## config.mk

```make
export PLATFORM = sky130hd
export DESIGN_NAME = event_sampler
export DESIGN_NICKNAME = d
export VERILOG_FILES = /design/src/rtl/event_pkg.sv /design/src/rtl/event_lfsr.sv /design/src/rtl/event_sampler.sv
export SDC_FILE = /design/constraint.sdc
export NUM_CORES = 1
export LEC_CHECK = 0
export ABC_AREA = 1
export CORE_MARGIN = 2
export CORE_UTILIZATION = 60
export CTS_BUF_LIST = sky130_fd_sc_hd__clkbuf_4 sky130_fd_sc_hd__clkbuf_8 sky130_fd_sc_hd__clkbuf_16
export DETAILED_ROUTE_END_ITERATION = 12
export GPL_TIMING_DRIVEN = 0
export PLACE_DENSITY = 0.93
export SETUP_SLACK_MARGIN = 0.2
export SYNTH_ARGS = -nofsm -noshare
export SYNTH_HDL_FRONTEND = slang
export SYNTH_SLANG_ARGS = --single-unit
```

## constraint.sdc

```tcl
create_clock -name clk -period 9.81 [get_ports clk]
set_clock_uncertainty 0.2 [all_clocks]
set_input_delay 1.4715 -clock clk [delete_from_list [all_inputs] [get_ports clk]]
set_output_delay 1.4715 -clock clk [all_outputs]
set_load 0.02 [all_outputs]
```

## src/rtl/event_pkg.sv

```systemverilog
// Shared types and constants for the event sampler: FSM states, LFSR taps, statistics width.
package event_pkg;

    typedef enum logic [2:0] {
        StIdle,
        StWait,
        StDecide,
        StOutput,
        StHold
    } state_e;

    // x^32 + x^22 + x^2 + x + 1, right-shifting Galois form
    localparam logic [31:0] LfsrTaps = 32'h8020_0003;
    localparam int unsigned CntW     = 16;

    function automatic logic [CntW-1:0] sat_inc(input logic [CntW-1:0] v);
        return (v == {CntW{1'b1}}) ? v : v + 1'b1;
    endfunction

endpackage

```

## src/rtl/event_lfsr.sv

```systemverilog
// Free-running 32-bit maximal-length Galois LFSR; a zero seed is forced to 1.
module event_lfsr import event_pkg::*; #(
    parameter logic [31:0] Seed = 32'h1
) (
    input  logic        clk_i,
    input  logic        rst_i,
    output logic [31:0] state_o
);

    localparam logic [31:0] SeedEff = (Seed == 32'h0) ? 32'h1 : Seed;

    logic [31:0] lfsr_q, lfsr_d;

    always_comb begin
        lfsr_d = {1'b0, lfsr_q[31:1]};
        if (lfsr_q[0]) begin
            lfsr_d = lfsr_d ^ LfsrTaps;
        end
    end

    always_ff @(posedge clk_i or posedge rst_i) begin
        if (rst_i) begin
            lfsr_q <= SeedEff;
        end else begin
            lfsr_q <= lfsr_d;
        end
    end

    assign state_o = lfsr_q;

endmodule

```

## src/rtl/event_sampler.sv

```systemverilog
// Rejection sampler: draws random (q, t, x, y), accepts when LUT p(t) > q and t is in window,
// then emits four derived coordinates over a valid/ready handshake.
module event_sampler import event_pkg::*; #(
    parameter int unsigned COORD_W   = 10,
    parameter int unsigned AXIS_W    = 6,
    parameter logic [31:0] LFSR_SEED = 32'h1,
    parameter int unsigned LUT_LAT   = 1,
    parameter int unsigned T_MIN     = 32,
    parameter int unsigned T_MAX     = 734,
    parameter int unsigned MAX_RETRY = 3,
    parameter int unsigned HOLDOFF   = 100
) (
    input  logic               clk,
    input  logic               reset,
    input  logic               start_i,
    output logic               busy_o,
    output logic [COORD_W-1:0] lut_addr_o,
    input  logic [COORD_W-1:0] lut_data_i,
    output logic               evt_valid_o,
    input  logic               evt_ready_i,
    output logic [COORD_W-1:0] x1_o,
    output logic [COORD_W-1:0] x2_o,
    output logic [COORD_W-1:0] y1_o,
    output logic [COORD_W-1:0] y2_o,
    output logic               reject_o,
    output logic [CntW-1:0]    acc_cnt_o,
    output logic [CntW-1:0]    rej_cnt_o,
    output logic [CntW-1:0]    drop_cnt_o
);

    localparam int unsigned RandW  = 2 * COORD_W + 2 * AXIS_W;
    localparam int unsigned RetryW = (MAX_RETRY > 0) ? $clog2(MAX_RETRY + 1) : 1;
    localparam int unsigned HoldW  = (HOLDOFF > 1) ? $clog2(HOLDOFF) : 1;
    localparam logic [RetryW-1:0]  RetryLoad = RetryW'(MAX_RETRY);
    localparam logic [HoldW-1:0]   HoldLoad  = HoldW'((HOLDOFF > 0) ? HOLDOFF - 1 : 0);
    localparam logic [1:0]         WaitLoad  = 2'(LUT_LAT - 1);
    localparam logic [COORD_W-1:0] AxisOfs   = COORD_W'(1 << (AXIS_W - 1));

    if (RandW > 32) begin : g_rand_w_check
        $error("event_sampler: 2*COORD_W + 2*AXIS_W must not exceed 32");
    end
    if (LUT_LAT < 1 || LUT_LAT > 4) begin : g_lut_lat_check
        $error("event_sampler: LUT_LAT must be within 1..4");
    end

    state_e               state_q, state_d;
    logic [RandW-1:0]     draw_q, draw_d;
    logic [1:0]           wait_q, wait_d;
    logic [RetryW-1:0]    retry_q, retry_d;
    logic [HoldW-1:0]     hold_q, hold_d;
    logic [COORD_W-1:0]   x1_q, x1_d, x2_q, x2_d, y1_q, y1_d, y2_q, y2_d;
    logic [CntW-1:0]      acc_q, acc_d, rej_q, rej_d, drop_cnt_q, drop_cnt_d;

    logic [31:0]          lfsr_word;
    logic [COORD_W-1:0]   draw_qv, draw_t, x_ext, y_ext;
    logic                 accept;
    logic                 start_take;

    event_lfsr #(
        .Seed(LFSR_SEED)
    ) u_lfsr (
        .clk_i  (clk),
        .rst_i  (reset),
        .state_o(lfsr_word)
    );

    assign draw_qv = draw_q[COORD_W-1:0];
    assign draw_t  = draw_q[2*COORD_W-1:COORD_W];
    assign x_ext   = COORD_W'(draw_q[2*COORD_W +: AXIS_W]);
    assign y_ext   = COORD_W'(draw_q[2*COORD_W+AXIS_W +: AXIS_W]);

    assign accept = (lut_data_i > draw_qv) &&
                    (32'(draw_t) >= T_MIN) && (32'(draw_t) <= T_MAX);

    always_comb begin
        state_d    = state_q;
        draw_d     = draw_q;
        wait_d     = wait_q;
        retry_d    = retry_q;
        hold_d     = (hold_q != '0) ? hold_q - 1'b1 : hold_q;
        x1_d       = x1_q;
        x2_d       = x2_q;
        y1_d       = y1_q;
        y2_d       = y2_q;
        acc_d      = acc_q;
        rej_d      = rej_q;
        drop_cnt_d = drop_cnt_q;
        reject_o   = 1'b0;
        start_take = 1'b0;

        unique case (state_q)
            StIdle: start_take = start_i;
            StWait: begin
                if (wait_q == '0) begin
                    state_d = StDecide;
                end else begin
                    wait_d = wait_q - 1'b1;
                end
            end
            StDecide: begin
                if (accept) begin
                    x1_d    = draw_t + AxisOfs - x_ext;
                    x2_d    = draw_t - AxisOfs + x_ext;
                    y1_d    = draw_t + AxisOfs - y_ext;
                    y2_d    = draw_t - AxisOfs + y_ext;
                    state_d = StOutput;
                end else if (retry_q != '0) begin
                    retry_d = retry_q - 1'b1;
                    draw_d  = lfsr_word[RandW-1:0];
                    wait_d  = WaitLoad;
                    state_d = StWait;
                end else begin
                    reject_o = 1'b1;
                    rej_d    = sat_inc(rej_q);
                    state_d  = StHold;
                end
            end
            StOutput: begin
                if (evt_ready_i) begin
                    acc_d   = sat_inc(acc_q);
                    state_d = StHold;
                end
            end
            StHold: begin
                // An expired holdoff accepts a start in the same cycle it returns to idle
                if (hold_q == '0) begin
                    state_d    = StIdle;
                    start_take = start_i;
                end
            end
            default: state_d = StIdle;
        endcase

        if (start_take) begin
            draw_d  = lfsr_word[RandW-1:0];
            wait_d  = WaitLoad;
            retry_d = RetryLoad;
            hold_d  = HoldLoad;
            state_d = StWait;
        end else if (start_i) begin
            drop_cnt_d = sat_inc(drop_cnt_q);
        end
    end

    always_ff @(posedge clk or posedge reset) begin
        if (reset) begin
            state_q    <= StIdle;
            draw_q     <= '0;
            wait_q     <= '0;
            retry_q    <= '0;
            hold_q     <= '0;
            x1_q       <= '0;
            x2_q       <= '0;
            y1_q       <= '0;
            y2_q       <= '0;
            acc_q      <= '0;
            rej_q      <= '0;
            drop_cnt_q <= '0;
        end else begin
            state_q    <= state_d;
            draw_q     <= draw_d;
            wait_q     <= wait_d;
            retry_q    <= retry_d;
            hold_q     <= hold_d;
            x1_q       <= x1_d;
            x2_q       <= x2_d;
            y1_q       <= y1_d;
            y2_q       <= y2_d;
            acc_q      <= acc_d;
            rej_q      <= rej_d;
            drop_cnt_q <= drop_cnt_d;
        end
    end

    assign busy_o      = (state_q != StIdle);
    assign evt_valid_o = (state_q == StOutput);
    assign lut_addr_o  = draw_t;
    assign x1_o        = x1_q;
    assign x2_o        = x2_q;
    assign y1_o        = y1_q;
    assign y2_o        = y2_q;
    assign acc_cnt_o   = acc_q;
    assign rej_cnt_o   = rej_q;
    assign drop_cnt_o  = drop_cnt_q;

endmodule

```

======== Word-level counts from Yosys, hierarchy flattened ========
Index checks and enable logic that the tools add are counted.
storage, ports and cells
  flip-flop bits (word level) ............. 166
  latch bits .............................. 0
  bits in writable memories ............... 0
  bits in read-only memories .............. 0
  input bits .............................. 14
  memories ................................ 0
operators by class
  $add $sub $neg .......................... 12
  multipliers ............................. 0
  divide/modulo/power cells ............... 0
  magnitude comparators ................... 3
  equality and inequality tests ........... 15
  shift operators ......................... 0
  muxes and demuxes ....................... 28
  bitwise logic cells ..................... 7
  reduce and logical (&&, ||, !) cells .... 19
operators by type and width
  cell                     number
  $mux W32                 5
  $add A16 B1 Y16 const B  3
  $eq A16 B16 Y1 const B   3
  $add A10 B6 Y10          2
  $sub A10 B6 Y10          2
  $mux W3                  6
  $mux W2                  8
  $ne A3 B3 Y1 const B     5
  $pmux W3 S5              1
  $mux W7                  2
  $reduce_and A4 Y1        3
  $add A10 B6 Y10 const B  1
  $ge A10 B6 Y1 const B    1
  $gt A10 B10 Y1           1
  $le A10 B10 Y1 const B   1
  $sub A10 B6 Y10 const B  1
  $reduce_and A3 Y1        3
  $reduce_bool A2 Y1       4
  $logic_not A7 Y1         1
  $reduce_bool A7 Y1       1
  $sub A7 B1 Y7 const B    1
  $eq A3 B2 Y1 const B     2
  $not A1 Y1               6
  $reduce_bool A3 Y1       2
  other kinds (14)         19

======== Logic depth before layout (Yosys ltp) ========
  depth in word-level cells ............... 6
  mapped depth ............................ 14

======== Cells and area by module ========
From an unflattened synthesis, not the netlist that was laid out.
unflattened totals
  cells, all modules ...................... 1115
  area, all modules ....................... 9128.8 sq um
modules (own cells, without submodules)
  module         times used  cells each  area each (sq um)  seq. area each (sq um)
  event_sampler  1           1040        8056.5             3303.2
  event_lfsr     1           75          1072.3             802.0

======== Worst setup path after synthesis ========
No wires, ideal clock.
  kind .................................... input to output
  from .................................... in lut_data_i[9]
  to ...................................... out reject_o
  data arrival time ....................... 2.504 ns
  required time ........................... 8.139 ns
  slack ................................... 5.634 ns
  cell stages on the path ................. 9
  path buffers ............................ 0
  path through ............................ ha_1 -> nand2_1 -> nor2_1 -> nand3b_1 -> nand2_1 -> inv_2 -> nand3_4 -> nand2_1 -> inv_1
between the ends
  longest elaborated chain between the ends .. 5
RTL lines
  item                 RTL line              text
  from (decl)          event_sampler.sv:18   input logic [COORD_W-1:0] lut_data_i,
  $gt A10 B10 Y1       event_sampler.sv:72   assign accept = (lut_data_i > draw_qv) &&
  $logic_and A1 B1 Y1  event_sampler.sv:72
  $logic_and A1 B1 Y1  event_sampler.sv:73   (32'(draw_t) >= T_MIN) && (32'(draw_t) <= T_MAX);
  $mux W1              event_sampler.sv:101  if (accept) begin
  $mux W1              event_sampler.sv:91   unique case (state_q)
  to (decl)            event_sampler.sv:25   output logic reject_o,
Every way passes these cells.

======== Worst setup path in the final report ========
Ends and elaborated chain as after synthesis.

==> impl_metrics.yaml <==
outcome:
  outcome: "completed"
logic_synthesis:
  syn_avg_cell_area_um2: 8.29
  synth_cells: 1079
  synthMostInstantiatedCell: "nand2_1"
  synth_common_cells: "nand2_1 (300), dfrtp_1 (163), inv_1 (123)"
  ys_warn_count: 0
  yosys.area.top_type_share_pct: 45.6
  ys_seq_elements: 164
  synth_nets: 1140
  seq_area_frac_synth_pct: 45.9
  synth_cell_types: 37
  synth.largest_area_cell: "dfrtp_1"
  synth_edf_count: 0
  synth_ff_type: "dfrtp_1"
  syn-cell-area_um2: 8950
  synthArstFlopShare_pct: 100
  synth.area.top_cells: "dfrtp_1 (46%), nand2_1 (13%), nand3_1 (6.0%)"
floorplan:
  die_y_um: 126
  die-area_um2: 15900
  core_um2: 14500
  num_rows: 44
  ioPinCount: 115
  start_util_pct: 61.6
  die_w_um: 126
drt:
  first_pass_iters: 7
  antenna_left: 0
  vias_per_cell: 5.51
  drt_iter0_drc: 678
  vias: 7758
  avgRoutedWirePerCell_um: 15.6
  drc: 0
  drt_wl_total_um: 22000
sta:
  layout_min_cycle_time_ps: 5430
  worst_slew_pin_slew_ps: 656
  relSlewSlack_pct: 56.2
  grt_setup_unrepaired: "false"
  layout_setup_ws_ps: 4380
  hold_violations: 0
  setup_viol: 0
  min_period_over_period_pct: 55.3
  fin_setup_tns_ps: 0
  drv_slew: 0
  max_freq_ghz: 0.184
clock_network:
  cts_made_buffers: 17
  cts.hold.buffers_added: 0
  numClockSinks: 164
  cts_max_path_buffers: 2
  cts_resized: 0
  clock_latency_ps: 430
  cts.clk_slew.worst_paths_ps: 70
  cts_tree: "yes"
  postCtsSetupBuffers: 0
  cts_max_level: 4
  cts-root-buf: "clkbuf_16"
placed_design:
  gp_congestion: 0.932
  numPortBuffers: 114
  post-dp-hpwl_um: 15400
  dp_slack_ps: 4410
  placed_area_um2: 10400
worst_setup_path:
  crit_arrival_ps: 3750
  cp-end-kind: "output pin"
  path_buf_inv: 4
  worst_path_most_repeated_cell: "nand2_1"
  slowest_delay_ps: 650
  critPathKind: "in2out"
  path_cells: "clkdlybuf4s50_1 -> ha_1 -> nand2_1 -> nor2_1 -> nand3b_1 -> nand2_1 -> inv_2 -> nand3_4 -> nand2_1 -> inv_1 -> clkdlybuf4s50_1"
  path_depth: 11
  crit_slowest_cell: "clkdlybuf4s50_1"
  cp-start-kind: "input port"
  path_max_fanout: 5
  reg2reg_to: "x2_o[7]"
  worstRegToRegCells: 8
  rr_startpoint: "draw_q[15]"
  crit_family: "buffers and inverters"
  required_ps: 8140
  rrSetupSlack_ps: 7080
power:
  p_switching_uw: 590
  p_leak_uw: 0.00544
  pwr-share-clk_pct: 37.0
  p_per_area_nw_per_um2: 174
  peakVddDrop_mv: 0.128
  netSwitchingFraction_pct: 30.9
  p_comb_share_pct: 22.3
  internal-power_uw: 1320
  seqPwrFrac_pct: 40.7
global_route:
  grt_pass1_vias: 7611
  gr-total-overflow: 0
  grtUsageTotal_pct: 29.1
  antenna_found_initial: 0
  grt_start_max_net_pins: 100
  grt_pass1_wl_um: 37200
hold_path:
  hold_end: "u_lfsr.state_o[11]"
  hold_start: "u_lfsr.state_o[12]"
  whs_path_depth: 0
  hp-class: "reg2reg"
finish:
  drive_gt1_share_pct: 7.51
  final_cell_area_um2: 11000
  area_growth_pct: 22.6
  fillers: 989
  diodes: 0
  nNetsFinal: 1274
run:
  maxCapViolCount: 0
## cell type report
class / count / area [um^2] / area share [%]
flip-flops and latches: 164 / 4110 / 37.4
multi-input cells: 741 / 4050 / 36.9
repair buffers: 115 / 1170 / 10.6
inverters: 126 / 478 / 4.36
clock buffers: 18 / 439 / 4.00
plain buffers: 48 / 317 / 2.88
well taps: 184 / 230 / 2.10
clock inverters: 13 / 181 / 1.65
## power by group through the flow
| stage | Clock [uW] | Sequential, uW | Combinational, uW |
|---|---|---|---|
| 2_1_floorplan | 0 | 807 | 253 |
| 3_3_place_gp | 0 | 784 | 396 |
| 3_5_place_dp | 0 | 786 | 419 |
| 4_1_cts | 712 | 776 | 425 |
| 5_1_grt | 740 | 783 | 471 |
| 6_report | 707 | 777 | 425 |
## metrics by stage
step / util (%) / power (uW) / instances / hold slack (ps)
6_report: 75.5 / 1910 / 1409 / 169
5_1_grt: 75.5 / 1990 / 1409 / 183
4_1_cts: 75.5 / 1910 / 1409 / 172
3_5_place_dp: 71.2 / 1200 / 1378 / 160
3_3_place_gp: 71.0 / 1180 / 1377 / 158
2_1_floorplan: - / 1060 / 1079 / 154
## layer usage
| layer | global-route usage (%) | up-vias | part of all wire (%) |
|---|---|---|---|
| li1 | - | 3677 | - |
| met1 | 37.4 | 3722 | 42 |
| met2 | 49.5 | 306 | 50 |
| met3 | 4.93 | 53 | 5.4 |
| met4 | 11.3 | 0 | 2.7 |
| met5 | 0 | - | 0 |
## how the worst max path moves through the flow
stage                              from            to  slack (ps)
after floorplan                   reset  acc_cnt_o[0]        3710
after global placement            reset    draw_q[17]        1850
after detailed placement  lut_data_i[9]      reject_o        4410
after CTS                 lut_data_i[9]      reject_o        4390
after global routing      lut_data_i[9]      reject_o        4210
final                     lut_data_i[9]      reject_o        4380
## registers in the layout, indices dropped and copies added, names as in the netlist, 3 cells and up
| name | count |
|---|---|
| draw_q | 32 |
| drop_cnt_o | 16 |
| hold_q | 7 |
| y2_o | 9 |
| acc_cnt_o | 16 |
| state_q | 3 |
| u_lfsr.state_o | 32 |
| x1_o | 10 |
| y1_o | 10 |
| x2_o | 9 |
| rej_cnt_o | 16 |
## placed cells by master, fill, tap and decap left out, types with 4 or more instances in the layout
master	synthesis	layout
nand2_1	300	300
dfrtp_1	163	163
nand3_1	108	108
inv_1	123	122
a21oi_1	12	12
bufinv_16	0	4
clkinv_2	0	4
nand4_1	15	15
clkbuf_16	0	17
buf_4	23	23
buf_2	10	10
ha_1	43	43
buf_6	5	5
a31oi_1	6	6
nor3_1	15	15
clkdlybuf4s50_1	0	114
o21ai_1	15	15
fa_1	4	4
o21ai_0	46	46
clkbuf_1	10	10
xor2_1	56	56
xnor2_1	25	25
nor2_1	69	69
## cells by family after synthesis
family / share of synthesized area [%]
XOR/XNOR: 7.93
AO/OA/AOI/OAI: 5.13
AND/OR/NAND/NOR: 25.3
adder cells (fa/ha/maj): 6.91
flip-flops: 45.9
buffers and inverters: 8.82
No activity file was read; power rests on OpenSTA's default activity.
